==> src/rtl/sfx_scheduler.sv <==
// sfx_scheduler: shares one square-wave tone path among NUM_REQ sound-effect
// requesters (countdown, hit, miss, combo cues). Each request latches its own
// pitch and duration, the tone path is granted by fixed priority (index 0
// highest), and every sound is followed by a silent gap of GAP_CYCLES.
// The signed sample output is added to both audio channels by the top level.
//
// Optional build macro: SFX_PREEMPT_EN
//   defined   -> a pending higher-priority request aborts the sound in PLAY
//   undefined -> PLAY always runs to completion; priority only matters in IDLE
module sfx_scheduler #(
  parameter int NUM_REQ    = 4,
  parameter int HP_W       = 19,
  parameter int DUR_W      = 32,
  parameter int GAP_CYCLES = 15000000,
  parameter int AMPLITUDE  = 50000000
) (
  input  logic                      CLOCK_50,
  input  logic                      resetn,
  input  logic [NUM_REQ-1:0]        req,
  input  logic [NUM_REQ*HP_W-1:0]   req_half_period,
  input  logic [NUM_REQ*DUR_W-1:0]  req_duration,
  input  logic                      mute,
  output logic [NUM_REQ-1:0]        grant,
  output logic [NUM_REQ-1:0]        done,
  output logic                      busy,
  output logic [2:0]                active_id,
  output logic [31:0]               sound
);

  localparam int IDX_W = (NUM_REQ > 1) ? $clog2(NUM_REQ) : 1;
  localparam int GAP_W = $clog2(GAP_CYCLES + 1);

  localparam logic [GAP_W-1:0]   GAP_LOAD = GAP_W'(GAP_CYCLES);
  localparam logic [31:0]        AMP_POS  = 32'(AMPLITUDE);
  localparam logic [31:0]        AMP_NEG  = 32'(-AMPLITUDE);
  localparam logic [NUM_REQ-1:0] ONE_HOT0 = NUM_REQ'(1);

  typedef enum logic [1:0] {
    ST_IDLE,
    ST_PLAY,
    ST_GAP
  } state_t;

  // Per-requester views of the packed input buses
  logic [HP_W-1:0]    hp_in [NUM_REQ];
  logic [DUR_W-1:0]   dur_in [NUM_REQ];
  logic [NUM_REQ-1:0] req_valid;

  // Latched request parameters and pending flags
  logic [HP_W-1:0]    hp_lat_reg [NUM_REQ];
  logic [DUR_W-1:0]   dur_lat_reg [NUM_REQ];
  logic [NUM_REQ-1:0] pending_reg;

  // Playback state
  state_t             state_reg;
  logic [NUM_REQ-1:0] grant_reg;
  logic [NUM_REQ-1:0] done_reg;
  logic               busy_reg;
  logic [IDX_W-1:0]   active_idx_reg;
  logic [31:0]        sound_reg;
  logic [DUR_W-1:0]   dur_cnt_reg;
  logic [HP_W-1:0]    hp_cnt_reg;
  logic [HP_W-1:0]    hp_play_reg;
  logic [GAP_W-1:0]   gap_cnt_reg;
  logic               snd_reg;

  // Arbitration and tone helpers
  logic [IDX_W-1:0]   grant_idx;
  logic               grant_fire;
  logic               preempt;
  logic               hp_wrap;
  logic               snd_next;

  // A zero-duration request is silently dropped, so it never becomes valid
  genvar gi;
  generate
    for (gi = 0; gi < NUM_REQ; gi++) begin : g_slice
      assign hp_in[gi]     = req_half_period[gi*HP_W +: HP_W];
      assign dur_in[gi]    = req_duration[gi*DUR_W +: DUR_W];
      assign req_valid[gi] = req[gi] && (dur_in[gi] != '0);
    end
  endgenerate

  // Fixed-priority pick: lowest pending index wins
  always_comb begin
    grant_idx = '0;
    for (int i = NUM_REQ - 1; i >= 0; i--) begin
      if (pending_reg[i]) grant_idx = IDX_W'(i);
    end
  end

  assign grant_fire = (state_reg == ST_IDLE) && (pending_reg != '0);

`ifdef SFX_PREEMPT_EN
  // Any pending request with a smaller index than the playing one aborts it
  always_comb begin
    preempt = 1'b0;
    for (int i = 0; i < NUM_REQ; i++) begin
      if (pending_reg[i] && (IDX_W'(i) < active_idx_reg)) preempt = 1'b1;
    end
  end
`else
  assign preempt = 1'b0;
`endif

  // Square-wave phase: toggle when the half-period counter expires
  assign hp_wrap  = (hp_cnt_reg == HP_W'(1));
  assign snd_next = hp_wrap ? ~snd_reg : snd_reg;

  function automatic logic [31:0] sample_of(input logic s);
    return s ? AMP_POS : AMP_NEG;
  endfunction

  // Latch pitch/duration of each accepted request; half period 0 plays as 1
  always_ff @(posedge CLOCK_50 or negedge resetn) begin
    if (!resetn) begin
      for (int i = 0; i < NUM_REQ; i++) begin
        hp_lat_reg[i]  <= '0;
        dur_lat_reg[i] <= '0;
      end
    end else begin
      for (int i = 0; i < NUM_REQ; i++) begin
        if (req_valid[i]) begin
          hp_lat_reg[i]  <= (hp_in[i] == '0) ? HP_W'(1) : hp_in[i];
          dur_lat_reg[i] <= dur_in[i];
        end
      end
    end
  end

  // Pending flags: a new request beats the clear caused by its own grant
  always_ff @(posedge CLOCK_50 or negedge resetn) begin
    if (!resetn) begin
      pending_reg <= '0;
    end else begin
      for (int i = 0; i < NUM_REQ; i++) begin
        if (req_valid[i]) begin
          pending_reg[i] <= 1'b1;
        end else if (grant_fire && (grant_idx == IDX_W'(i))) begin
          pending_reg[i] <= 1'b0;
        end
      end
    end
  end

  // Playback FSM with all outputs registered alongside the state
  always_ff @(posedge CLOCK_50 or negedge resetn) begin
    if (!resetn) begin
      state_reg      <= ST_IDLE;
      grant_reg      <= '0;
      done_reg       <= '0;
      busy_reg       <= 1'b0;
      active_idx_reg <= '0;
      sound_reg      <= '0;
      dur_cnt_reg    <= '0;
      hp_cnt_reg     <= '0;
      hp_play_reg    <= '0;
      gap_cnt_reg    <= '0;
      snd_reg        <= 1'b0;
    end else begin
      grant_reg <= '0;
      done_reg  <= '0;
      case (state_reg)
        ST_IDLE: begin
          if (grant_fire) begin
            state_reg      <= ST_PLAY;
            grant_reg      <= ONE_HOT0 << grant_idx;
            active_idx_reg <= grant_idx;
            dur_cnt_reg    <= dur_lat_reg[grant_idx];
            hp_cnt_reg     <= hp_lat_reg[grant_idx];
            hp_play_reg    <= hp_lat_reg[grant_idx];
            snd_reg        <= 1'b1;
            busy_reg       <= 1'b1;
            sound_reg      <= mute ? '0 : AMP_POS;
          end else begin
            busy_reg  <= 1'b0;
            sound_reg <= '0;
          end
        end

        ST_PLAY: begin
          if (preempt || (dur_cnt_reg == DUR_W'(1))) begin
            state_reg   <= ST_GAP;
            done_reg    <= ONE_HOT0 << active_idx_reg;
            gap_cnt_reg <= GAP_LOAD;
            dur_cnt_reg <= '0;
            hp_cnt_reg  <= '0;
            snd_reg     <= 1'b0;
            sound_reg   <= '0;
          end else begin
            dur_cnt_reg <= dur_cnt_reg - DUR_W'(1);
            hp_cnt_reg  <= hp_wrap ? hp_play_reg : (hp_cnt_reg - HP_W'(1));
            snd_reg     <= snd_next;
            sound_reg   <= mute ? '0 : sample_of(snd_next);
          end
        end

        ST_GAP: begin
          sound_reg <= '0;
          if (gap_cnt_reg == GAP_W'(1)) begin
            state_reg   <= ST_IDLE;
            busy_reg    <= 1'b0;
            gap_cnt_reg <= '0;
          end else begin
            gap_cnt_reg <= gap_cnt_reg - GAP_W'(1);
          end
        end

        default: begin
          state_reg <= ST_IDLE;
          busy_reg  <= 1'b0;
          sound_reg <= '0;
        end
      endcase
    end
  end

  assign grant     = grant_reg;
  assign done      = done_reg;
  assign busy      = busy_reg;
  assign active_id = 3'(active_idx_reg);
  assign sound     = sound_reg;

endmodule

==> config.mk <==
export PLATFORM = sky130hd
export DESIGN_NAME = sfx_scheduler
export DESIGN_NICKNAME = d
export VERILOG_FILES = /design/src/rtl/sfx_scheduler.sv
export SDC_FILE = /design/constraint.sdc
export NUM_CORES = 1
export LEC_CHECK = 0
export CAP_MARGIN = 20
export CELL_PAD_IN_SITES_DETAIL_PLACEMENT = 0
export CELL_PAD_IN_SITES_GLOBAL_PLACEMENT = 1
export CORE_ASPECT_RATIO = 0.8
export CORE_UTILIZATION = 35
export CTS_CLUSTER_DIAMETER = 80
export DETAILED_ROUTE_END_ITERATION = 10
export PLACE_DENSITY_LB_ADDON = 0.1
export SETUP_SLACK_MARGIN = 0.05
export SLEW_MARGIN = 20
export SYNTH_ARGS = -nofsm -noshare
export SYNTH_HDL_FRONTEND = slang
export SYNTH_SLANG_ARGS = --single-unit
export TNS_END_PERCENT = 100
==> constraint.sdc <==
create_clock -name CLOCK_50 -period 2.1 [get_ports CLOCK_50]
set_input_delay 0.21 -clock CLOCK_50 [delete_from_list [all_inputs] [get_ports CLOCK_50]]
set_output_delay 0.21 -clock CLOCK_50 [all_outputs]
set_load 0.01 [all_outputs]
==> results.cfg, run 1 <==
[yosys]
async_flop_share = 1.000
yosysMostFrequentCell = dfrtp_1
ys_seq_elements = 319
synthesis.area_sq_um = 15480
netlist_top_cells_count = dfrtp_1 (319), mux2_2 (200), nand2_1 (162)
avgSynthCellArea_sq_um = 11.66
synth_cell_type_count = 65
synth-edff-count = 0
yosysTopAreaCellShare = 0.5156
seq_area_frac_synth = 0.5156
ys_top_cells_by_area = dfrtp_1 (52%), mux2_2 (15%), mux4_2 (5.7%)
synth_top_cell_by_area = dfrtp_1
yosysWarnings = 0
syn_inst = 1328
ys.flop_type = dfrtp_1

[sta]
timing.final.crit_share = 1.039
rsz0062_at_grt = yes
worst_pin_slew_ps = 890.0
fin_worst_skew_ps = 20.47
finalMaxSlewViolations = 0
setup_viol = 22
finalHoldViolCount = 0
slew_headroom = 0.4060
finalCriticalPeriod_ps = 2181
finalWorstSetupSlack_ps = -81.41
timing.fmax_ghz = 0.4584

[setup_path]
path_max_fanout = 4
cp-end-kind = flop
crit_type = flop to flop
cp_top_family = simple AND/OR/NAND/NOR gates
path_buf_inv = 1
cp-start-kind = flop
cp_data_required_time_ps = 2540
worstPathCellList = nor4_4, buf_4, nand4b_4, or4_4, o41ai_2, nand2_1, a32o_1
arrival_ps = 2620
reg2reg_setup_slack_ps = -80
slowest_stage = or4_4
cp_slowest_stage_delay_ps = 560

[floorplanning]
die_y_um = 190.1
start_util = 0.3568
die_x_um = 237.1
core_sq_um = 43390
die-area_sq_um = 45080
ios = 255
rows = 68

[cells_and_area]
layout.nets = 2033
final_cell_area_sq_um = 22950
fillers = 3768
largest_reg_flops = 128
area_growth_pct = 48.25
drive_above_1_share = 0.3993

[cts]
cts.htree.levels = 2
root_buffer = clkbuf_16
clk_path_buf_depth = 3
cts_tree = yes
cts.sinks = 319
clkTransAtPathRegs_ps = 60
worstSkewPairLatency_ps = 550
cts_buffers = 37

[place]
gp_congestion = 0.8018
placed_cell_area_sq_um = 20380
hpwl_um = 36810
port_buffers = 246

[detailed_routing]
routed_wl_um = 51820
via_count = 12590
drt_pass1_iterations = 5
route.met3.wl_um = 2801
drtIter0Drc = 671
ant_nets = 0
via_per_inst = 5.237
highest_layer = met4
wire_per_inst_um = 21.55
drc = 0
wl_met2_um = 22290
wl_met1_um = 26080

[power_and_ir_drop]
power_density_nw_per_um2 = 794.3
ir_drop_mv = 0.5563
power_uw = 18230
cellLeakagePower_uw = 0.009613

[worst_hold_path]
hold_class = input pin to async pin

[status]
violations = setup timing
status = complete, but fails checks

[global_routing]
antenna_found_initial = 3
grt_pass1_wl_um = 78920
track_usage = 0.2300
grt_pass1_vias = 13140
overflow = 0
grt_max_degree = 63

[flow_run]
maxCapViolCount = 0
[area by class of cell]
class / instances / area, sq um / share of cell area
Multi-Input combinational cell: 912 / 7791 / 0.3394
Tap cell: 560 / 700.7 / 0.03053
Clock buffer: 52 / 1064 / 0.04633
Clock inverter: 14 / 125.1 / 0.005451
Timing Repair Buffer: 535 / 5240 / 0.2283
Sequential cell: 319 / 7984 / 0.3478
Antenna cell: 2 / 5.005 / 0.0002180
Inverter: 11 / 43.79 / 0.001908
[cells by family after synthesis]
logic type / Yosys count / synth area share
multiplexers: 256 / 0.2132
buffers and inverters: 106 / 0.03507
flip-flops: 319 / 0.5156
adder cells (fa/ha/maj): 6 / 0.004849
other: 1 / 0.0002422
AO/OA/AOI/OAI: 189 / 0.07775
AND/OR/NAND/NOR: 434 / 0.1437
XOR/XNOR: 17 / 0.009617
[through the flow]
stage | cells | TNS (ps) | hold slack (ps) | setup slack (ps) | util
after floorplan | 1335 | -5.847 | -85.59 | -5.847 | -
after global placement | 2292 | -71990 | 154.0 | -506.1 | 0.4697
after detailed placement | 2292 | -74770 | 150.6 | -504.8 | 0.4697
after CTS | 2386 | -680.9 | 187.1 | -82.51 | 0.5144
after global routing | 2405 | -6408 | 205.3 | -194.3 | 0.5290
final | 2405 | -802.3 | 179.5 | -81.41 | 0.5290
[report_power, final]
group | switching, uW | internal (uW)
sequential | 631 | 6950
clock | 2710 | 3690
combinational | 1920 | 2330
[placed cells by master (no fill, tap or decap), types with 22 or more instances in the layout]
master / instances
nor3_1: 22
mux2_2: 200
o211ai_1: 23
nand3_1: 39
nand2_1: 136
nor2_1: 39
o21ai_1: 29
o21ai_0: 27
clkbuf_16: 41
buf_4: 229
buf_12: 28
nor4_1: 51
mux4_2: 39
dfrtp_1: 318
clkdlybuf4s50_1: 245
[per-layer routing]
| layer | GRT usage | vias up |
|---|---|---|
| met3 | 0.04338 | 50 |
| met4 | 0.05037 | 0 |
| met2 | 0.3347 | 316 |
| met1 | 0.3519 | 6328 |
| met5 | 0 | - |
| li1 | - | 5900 |
[what timing repair did]
item / CTS / global route
hold buffers: 1 / 0
pin swaps: 37 / 58
cloned: 10 / 4
setup buffers: 17 / 17
gates resized for setup: 118 / 120
endpoints found under the hold margin: 202 / 0
setup endpoints to repair: 90 / 149
[path summary, 6_finish.rpt]
check                                          from              end  cells after the start
worst max-delay path                 dur_cnt_reg[7]  dur_cnt_reg[19]                      7
worst min-delay path                         resetn  gap_cnt_reg[16]                      2
worst max register to register       dur_cnt_reg[7]  dur_cnt_reg[19]                      7
worst min register to register       hp_play_reg[1]   hp_play_reg[1]                      2
max in group asynchronous                    resetn   hp_lat_reg[22]                      3
min in group CLOCK_50           req_half_period[51]   hp_lat_reg[32]                      2
No activity file was read; power rests on OpenSTA's default activity.
==> run 2, diff against run 1 <==
--- a/config.mk
+++ b/config.mk
@@ -12,6 +12,7 @@
 export CORE_UTILIZATION = 35
 export CTS_CLUSTER_DIAMETER = 80
 export DETAILED_ROUTE_END_ITERATION = 10
+export GPL_TIMING_DRIVEN = 1
 export PLACE_DENSITY_LB_ADDON = 0.1
 export SETUP_SLACK_MARGIN = 0.05
 export SLEW_MARGIN = 20
==> results of run 2 <==
Final layout, timing and power as in run 1 (identical DEF).
